$ cat config.mk
export PLATFORM = sky130hd
export DESIGN_NAME = int_sequencer_flat
export DESIGN_NICKNAME = d
export VERILOG_FILES = /design/src/rtl/int_sequencer_if.sv /design/src/rtl/int_sequencer.sv /design/src/flat_wrapper.sv
export SDC_FILE = /design/constraint.sdc
export NUM_CORES = 1
export LEC_CHECK = 0
export ABC_AREA = 0
export CORE_AREA = 2 2 84 86
export CTS_CLUSTER_SIZE = 20
export DETAILED_ROUTE_END_ITERATION = 12
export DIE_AREA = 0 0 86 88
export SLEW_MARGIN = 20
export SYNTH_ARGS = -nofsm -noshare
export SYNTH_HDL_FRONTEND = slang
export SYNTH_SLANG_ARGS = --single-unit
$ cat constraint.sdc
create_clock -name clk -period 1.75 [get_ports clk]
set_clock_uncertainty 0.1 [all_clocks]
set_input_delay 0.35 -clock clk [delete_from_list [all_inputs] [get_ports clk]]
set_output_delay 0.35 -clock clk [all_outputs]
set_load 0.1 [all_outputs]
$ cat src/rtl/int_sequencer_if.sv
// rtl/int_sequencer_if.sv - bus and register-file signals between the interrupt sequencer and the core
interface int_sequencer_if;
    logic [15:0] addr;
    logic [7:0]  data_out;
    logic [7:0]  data_in;
    logic        rw;
    logic        sp_dec;
    logic        set_i;
    logic        pc_load;
    logic [15:0] pc_out;
    logic        seq_busy;
    logic [15:0] pc_in;
    logic [7:0]  p_in;
    logic [7:0]  sp_in;

    modport master (
        output addr, data_out, rw, sp_dec, set_i, pc_load, pc_out, seq_busy,
        input  data_in, pc_in, p_in, sp_in
    );

    modport slave (
        input  addr, data_out, rw, sp_dec, set_i, pc_load, pc_out, seq_busy,
        output data_in, pc_in, p_in, sp_in
    );
endinterface

$ cat src/rtl/int_sequencer.sv
// rtl/int_sequencer.sv - 6502 reset/NMI/IRQ/BRK entry sequencer; optional INT_SEQ_NMI_HIJACK_EN lets a late NMI take over an IRQ/BRK vector
module int_sequencer #(
    parameter logic [7:0]  STACK_PAGE = 8'h01,
    parameter logic [15:0] VEC_NMI    = 16'hFFFA,
    parameter logic [15:0] VEC_RST    = 16'hFFFC,
    parameter logic [15:0] VEC_IRQ    = 16'hFFFE
) (
    input  logic clk,
    input  logic rst,
    input  logic nmi_n,
    input  logic irq_n,
    input  logic brk_req,
    input  logic instr_done,
    input  logic i_flag,
    int_sequencer_if.master bus
);

    typedef enum logic [2:0] {
        S_IDLE, S_PUSH_H, S_PUSH_L, S_PUSH_P, S_VEC_LO, S_VEC_HI, S_LOAD
    } state_t;

    typedef enum logic [1:0] {
        SRC_RST, SRC_NMI, SRC_IRQ, SRC_BRK
    } src_t;

    state_t      state, state_nx;
    src_t        src, src_nx;
    logic        rst_pend;
    logic        nmi_pend;
    logic        nmi_prev;
    logic        nmi_clr;
    logic [7:0]  vec_lo;
    logic [7:0]  vec_hi;
    logic [15:0] pc_hold;
    logic [15:0] vec_base;

    always_ff @(posedge clk or negedge rst) begin
        if (!rst) begin
            state    <= S_IDLE;
            src      <= SRC_RST;
            rst_pend <= 1'b1;
            nmi_pend <= 1'b0;
            nmi_prev <= 1'b1;
            vec_lo   <= 8'h00;
            vec_hi   <= 8'h00;
            pc_hold  <= 16'h0000;
        end else begin
            state    <= state_nx;
            src      <= src_nx;
            nmi_prev <= nmi_n;
            // a fresh falling edge wins over a clear in the same cycle
            nmi_pend <= (nmi_prev & ~nmi_n) | (nmi_pend & ~nmi_clr);
            if (state == S_VEC_LO)
                vec_lo <= bus.data_in;
            if (state == S_VEC_HI)
                vec_hi <= bus.data_in;
            if (state == S_LOAD) begin
                pc_hold <= {vec_hi, vec_lo};
                if (src == SRC_RST)
                    rst_pend <= 1'b0;
            end
        end
    end

    always_comb begin
        state_nx = state;
        src_nx   = src;
        nmi_clr  = 1'b0;
        case (state)
            S_IDLE: begin
                if (rst_pend) begin
                    state_nx = S_PUSH_H;
                    src_nx   = SRC_RST;
                end else if (instr_done) begin
                    if (nmi_pend) begin
                        state_nx = S_PUSH_H;
                        src_nx   = SRC_NMI;
                        nmi_clr  = 1'b1;
                    end else if (!irq_n && !i_flag) begin
                        state_nx = S_PUSH_H;
                        src_nx   = SRC_IRQ;
                    end else if (brk_req) begin
                        state_nx = S_PUSH_H;
                        src_nx   = SRC_BRK;
                    end
                end
            end
            S_PUSH_H: state_nx = S_PUSH_L;
            S_PUSH_L: state_nx = S_PUSH_P;
            S_PUSH_P: begin
                state_nx = S_VEC_LO;
`ifdef INT_SEQ_NMI_HIJACK_EN
                // B has already been pushed, so only the vector follows the NMI
                if (nmi_pend && (src == SRC_IRQ || src == SRC_BRK)) begin
                    src_nx  = SRC_NMI;
                    nmi_clr = 1'b1;
                end
`endif
            end
            S_VEC_LO: state_nx = S_VEC_HI;
            S_VEC_HI: state_nx = S_LOAD;
            S_LOAD:   state_nx = S_IDLE;
            default:  state_nx = S_IDLE;
        endcase
    end

    always_comb begin
        case (src)
            SRC_RST: vec_base = VEC_RST;
            SRC_NMI: vec_base = VEC_NMI;
            default: vec_base = VEC_IRQ;
        endcase
    end

    always_comb begin
        bus.addr     = 16'h0000;
        bus.data_out = 8'h00;
        bus.rw       = 1'b1;
        bus.sp_dec   = 1'b0;
        bus.set_i    = 1'b0;
        bus.pc_load  = 1'b0;
        bus.pc_out   = pc_hold;
        bus.seq_busy = (state != S_IDLE);
        case (state)
            S_PUSH_H, S_PUSH_L, S_PUSH_P: begin
                bus.addr   = {STACK_PAGE, bus.sp_in};
                bus.sp_dec = 1'b1;
                // reset performs the pushes as dummy reads
                bus.rw     = (src == SRC_RST);
                if (state == S_PUSH_H)
                    bus.data_out = bus.pc_in[15:8];
                else if (state == S_PUSH_L)
                    bus.data_out = bus.pc_in[7:0];
                else
                    bus.data_out = {bus.p_in[7:6], 1'b1, src == SRC_BRK, bus.p_in[3:0]};
            end
            S_VEC_LO: begin
                bus.addr  = vec_base;
                bus.set_i = 1'b1;
            end
            S_VEC_HI: bus.addr = vec_base + 16'h0001;
            S_LOAD: begin
                bus.pc_load = 1'b1;
                bus.pc_out  = {vec_hi, vec_lo};
            end
            default: ;
        endcase
    end

endmodule
$ cat src/flat_wrapper.sv
// flat-port wrapper written by rule: the top's interface ports become plain ports
module int_sequencer_flat 
#(
    parameter logic [7:0]  STACK_PAGE = 8'h01,
    parameter logic [15:0] VEC_NMI    = 16'hFFFA,
    parameter logic [15:0] VEC_RST    = 16'hFFFC,
    parameter logic [15:0] VEC_IRQ    = 16'hFFFE
)
  (clk, rst, nmi_n, irq_n, brk_req, instr_done, i_flag, bus_addr, bus_data_out, bus_rw, bus_sp_dec, bus_set_i, bus_pc_load, bus_pc_out, bus_seq_busy, bus_data_in, bus_pc_in, bus_p_in, bus_sp_in);
  int_sequencer_if bus_i ();
  input  logic clk;
  input  logic rst;
  input  logic nmi_n;
  input  logic irq_n;
  input  logic brk_req;
  input  logic instr_done;
  input  logic i_flag;
  output wire logic [$bits(bus_i.addr)-1:0] bus_addr;
  output wire logic [$bits(bus_i.data_out)-1:0] bus_data_out;
  output wire logic [$bits(bus_i.rw)-1:0] bus_rw;
  output wire logic [$bits(bus_i.sp_dec)-1:0] bus_sp_dec;
  output wire logic [$bits(bus_i.set_i)-1:0] bus_set_i;
  output wire logic [$bits(bus_i.pc_load)-1:0] bus_pc_load;
  output wire logic [$bits(bus_i.pc_out)-1:0] bus_pc_out;
  output wire logic [$bits(bus_i.seq_busy)-1:0] bus_seq_busy;
  input wire logic [$bits(bus_i.data_in)-1:0] bus_data_in;
  input wire logic [$bits(bus_i.pc_in)-1:0] bus_pc_in;
  input wire logic [$bits(bus_i.p_in)-1:0] bus_p_in;
  input wire logic [$bits(bus_i.sp_in)-1:0] bus_sp_in;
  assign bus_addr = bus_i.addr;
  assign bus_data_out = bus_i.data_out;
  assign bus_rw = bus_i.rw;
  assign bus_sp_dec = bus_i.sp_dec;
  assign bus_set_i = bus_i.set_i;
  assign bus_pc_load = bus_i.pc_load;
  assign bus_pc_out = bus_i.pc_out;
  assign bus_seq_busy = bus_i.seq_busy;
  assign bus_i.data_in = bus_data_in;
  assign bus_i.pc_in = bus_pc_in;
  assign bus_i.p_in = bus_p_in;
  assign bus_i.sp_in = bus_sp_in;
  int_sequencer #(.STACK_PAGE(STACK_PAGE), .VEC_NMI(VEC_NMI), .VEC_RST(VEC_RST), .VEC_IRQ(VEC_IRQ)) u_core (.clk(clk), .rst(rst), .nmi_n(nmi_n), .irq_n(irq_n), .brk_req(brk_req), .instr_done(instr_done), .i_flag(i_flag), .bus(bus_i));
endmodule
==> metrics.sh <==
ASYNC_RESET_FF_SHARE_PCT=100
SYNTH_COMMONEST_CELLS='38 x sky130_fd_sc_hd__dfrtp_1, 32 x sky130_fd_sc_hd__mux2_2, 16 x sky130_fd_sc_hd__nand2_1, 16 x sky130_fd_sc_hd__nor2_1'
DETAIL_ROUTE.VIAS_PER_CELL=4.65
HTREE_NUM_LEVELS=2
SYNTH_XOR_XNOR_AREA_SHARE_PCT=0
DETAILED_PLACE_HPWL_UM=3880
CRIT_START='u_core.state[1]$_DFFE_PN0P_'
FIN_CRIT_NS=2.06
ROUTE.DETAILED.DRC=0
GRT_START_MAX_NET_PINS=25
START_UTIL_PCT=29.0
CLKTRANSATPATHREGS_NS=0.08
MAX-SLEW-MARGIN-REL_PCT=70.1
GRT.TOTAL_USAGE_PCT=14.6
TIMING.RR.END='u_core.vec_hi[7]$_DFFE_PN0N_'
SYNTH_SIMPLE_GATE_AREA_SHARE_PCT=11.4
WORST_MARGIN_SLEW_NS=0.448
PLACEMENT.IO_BUFFERS=89
CAP_VIOLATIONS=0
BIGGEST_FANOUT_ALONG_THE_WORST_TIMING_PATH=4
RSZ0062_AT_GRT='yes'
FINALHOLDVIOLATIONS=0
PLACEMENTROWS=30
REG2REGPATHDEPTH=7
SYNTH_FLOP_CELL='sky130_fd_sc_hd__dfrtp_1'
GLOBALPLACE.CONGESTION=0.734
CRIT_PATH_CLASS='reg -> out'
ROUTED-VIA-COUNT=1720
MULTIPLEXER_AREA_FRACTION_AFTER_SYNTHESIS_PCT=22.3
REPORT.FINAL.SETUP_VIOL=53
NETLIST.AREA_LEADER.SHARE_PCT=49.3
SYNTH_SEQUENTIAL_AREA_RATIO_PCT=52.0
DPL_CELL_AREA_UM2=3800
SYN_AVG_CELL_AREA_UM2=11.6
SYN-CELL-AREA_UM2=1930
CRIT_PATH_END='bus_data_out[3]'
STARTPOINT_TYPE='flip-flop'
SYNTH.FF_LATCH_COUNT=40
AREA_GROWTH_SYN_TO_LAYOUT_PCT=129
SETUP.REG_TO_REG.WORST_SLACK_NS=-0.02
CP.REQUIRED_NS=1.30
DETAILEDROUTE.FIRSTPASSITERATIONCOUNT=4
TRITONCTS_BUFFER_COUNT=5
SYNTH_TOP_CELLS_BY_AREA='sky130_fd_sc_hd__dfrtp_1 49%, sky130_fd_sc_hd__mux2_2 19%, sky130_fd_sc_hd__mux2i_1 3.6%, sky130_fd_sc_hd__nand2_1 3.1%, sky130_fd_sc_hd__nor2_1 3.1%'
YOSYS_WARNINGS=0
SYNTH_FA_HA_AREA_SHARE_PCT=0
FAILING_CHECKS='negative setup slack'
ANTENNA_CELLS=0
WORSTSKEWPAIRLATENCY_NS=0.29
DIE_H_UM=88
FINAL_DESIGN_AREA_NO_FILL_UM2=4410
DETAIL-ROUTE-ANTENNA-NETS=0
CLOCK.FMAX_MHz=484
GRT_FIRST_PASS_WIRELENGTH_UM=8710
ROUTEDWLPERCELL_UM=15.1
CLOCK-ROOT-BUFFER='sky130_fd_sc_hd__clkbuf_8'
GRT_PASS1_VIAS=1722
OUTCOME='finished with violations'
GRT.OVERFLOW.TOTAL=0
SETUP.WORST_PATH.END_CLASS='primary output'
CP_DATA_ARRIVAL_TIME_NS=1.61
DIE_AREA_UM2=7570
SYNTH_TOP_FAMILY_BY_AREA='multiplexers'
TRITONCTS='yes'
NETS=336
NUMBER_OF_INSTANCES_IN_THE_SYNTHESIZED_NETLIST=167
SYNTH.LIB_CELLS_USED.DISTINCT=30
FIRST_ITER_VIOLATIONS=37
GRT_ANTENNA_BEFORE_REPAIR=0
CLOCK_PATH_BUFFERS=2
POST-ROUTE-WORST-SETUP-SLACK_NS=-0.315
DIE_WD_UM=86
REPORT.FINAL.SLEW_VIOL_COUNT=0
NUMBER_OF_PRIMARY_I_O_PINS=92
CTS.SINKS=40
FLOORPLAN.CORE_AREA_UM2=6640
POST-SYNTH-TOP-AREA-CELL='sky130_fd_sc_hd__dfrtp_1'
SYNTH_COMPOUND_AREA_SHARE_PCT=7.39
WORSTREG2REGSTART='u_core.state[1]$_DFFE_PN0P_'
WORSTHOLDPATHTYPE='in -> reg'
FINAL_MIN_PERIOD_OVER_CLOCK_PERIOD_PCT=118
SYNTHMOSTINSTANTIATEDCELL='sky130_fd_sc_hd__dfrtp_1'
EDFF_COUNT_SYNTH=0
WIRELENGTH_UM=5600
SYN_NETS=214
DRIVE_ABOVE_1_SHARE_PCT=60.7
[worst min path at each step]
stage | startpoint | to | slack, ns | cells past startpoint
final | nmi_n | u_core.nmi_prev$_DFF_PN1_ | 0.41 | 1
after global routing | nmi_n | u_core.nmi_prev$_DFF_PN1_ | 0.40 | 1
after CTS | nmi_n | u_core.nmi_prev$_DFF_PN1_ | 0.40 | 1
after detailed placement | rst | u_core.vec_lo[5]$_DFFE_PN0P_ | 0.22 | 1
after global placement | rst | u_core.vec_lo[5]$_DFFE_PN0P_ | 0.21 | 1
after floorplan | rst | u_core.nmi_pend$_DFF_PN0_ | -0.05 | 0
[routing by layer]
layer  GRT usage (%)  part of all wire [%]
met5               0                     0
met3            5.28                   7.4
met4            3.03                   1.1
met2            22.7                    50
met1            19.8                    42
[kinds of logic after synthesis]
group           after synthesis
simple gates                 45
flops                        40
mux                          39
compound gates               24
buf+inv                      19
[cells in the final DEF (no fill, tap or decap), types with 3 or more instances in the layout]
master | netlist | final
sky130_fd_sc_hd__buf_6 | 4 | 14
sky130_fd_sc_hd__clkbuf_8 | 0 | 7
sky130_fd_sc_hd__mux2i_1 | 7 | 7
sky130_fd_sc_hd__buf_4 | 7 | 14
sky130_fd_sc_hd__buf_12 | 0 | 47
sky130_fd_sc_hd__a21oi_2 | 0 | 6
sky130_fd_sc_hd__dfrtp_2 | 0 | 3
sky130_fd_sc_hd__mux2_4 | 0 | 31
sky130_fd_sc_hd__nand2_1 | 16 | 4
sky130_fd_sc_hd__o21ai_4 | 0 | 5
sky130_fd_sc_hd__clkdlybuf4s50_1 | 0 | 43
sky130_fd_sc_hd__buf_16 | 0 | 7
sky130_fd_sc_hd__nor2_4 | 0 | 8
sky130_fd_sc_hd__nand2_8 | 0 | 7
sky130_fd_sc_hd__dfrtp_1 | 38 | 35
sky130_fd_sc_hd__nor2_1 | 16 | 9
sky130_fd_sc_hd__nand2_4 | 1 | 4
[sequential cells by signal (all words and copies together), names as in the netlist]
signal and count:
u_core.nmi_prev 1, u_core.state 3, u_core.nmi_pend 1, u_core.vec_lo 8, u_core.src 2, u_core.rst_pend 1
u_core.vec_hi 8, u_core.pc_hold 16
[worst max-delay path, stage by stage (launching register included)]
cell	delay, ns
sky130_fd_sc_hd__dfrtp_2	0.46
sky130_fd_sc_hd__buf_6	0.14
sky130_fd_sc_hd__buf_6	0.12
sky130_fd_sc_hd__mux2i_1	0.11
sky130_fd_sc_hd__nor2_1	0.13
sky130_fd_sc_hd__a21oi_2	0.06
sky130_fd_sc_hd__nor2_4	0.13
sky130_fd_sc_hd__buf_12	0.18
[area by class of cell]
cell class | instances | area, um2
well taps | 80 | 100
fillers | 483 | 2230
multi-input cells | 108 | 1260
clock inverters | 1 | 30.0
clock buffers | 7 | 96.3
inverters | 5 | 51.3
flip-flops and latches | 40 | 1010
repair buffers | 129 | 1870
[stage by stage]
step	TNS, ns	utilization, %	worst slack (ns)	hold WS (ns)	instances
after global routing	-14.43	66.4	-0.403	0.400	370
after CTS	-11.80	62.7	-0.322	0.405	361
final	-11.40	66.4	-0.315	0.406	370
after global placement	-2.83	57.1	-0.154	0.211	348
after floorplan	-4.93	-	-0.351	-0.0456	167
after detailed placement	-3.07	57.1	-0.182	0.215	348
[what timing repair did]
action | 4_1_cts | 5_1_grt
endpoints found under the setup margin | 53 | 56
endpoints found under the hold margin | 14 | 0
buffers inserted | 7 | 10
hold buffers | 1 | 0
pin swaps | 10 | 9
gates cloned | 0 | 0
resized for setup | 45 | 38
Power is left out: the tool's default activity adds up to more than one toggle a clock period on the data nets, which glitch-free logic cannot reach.
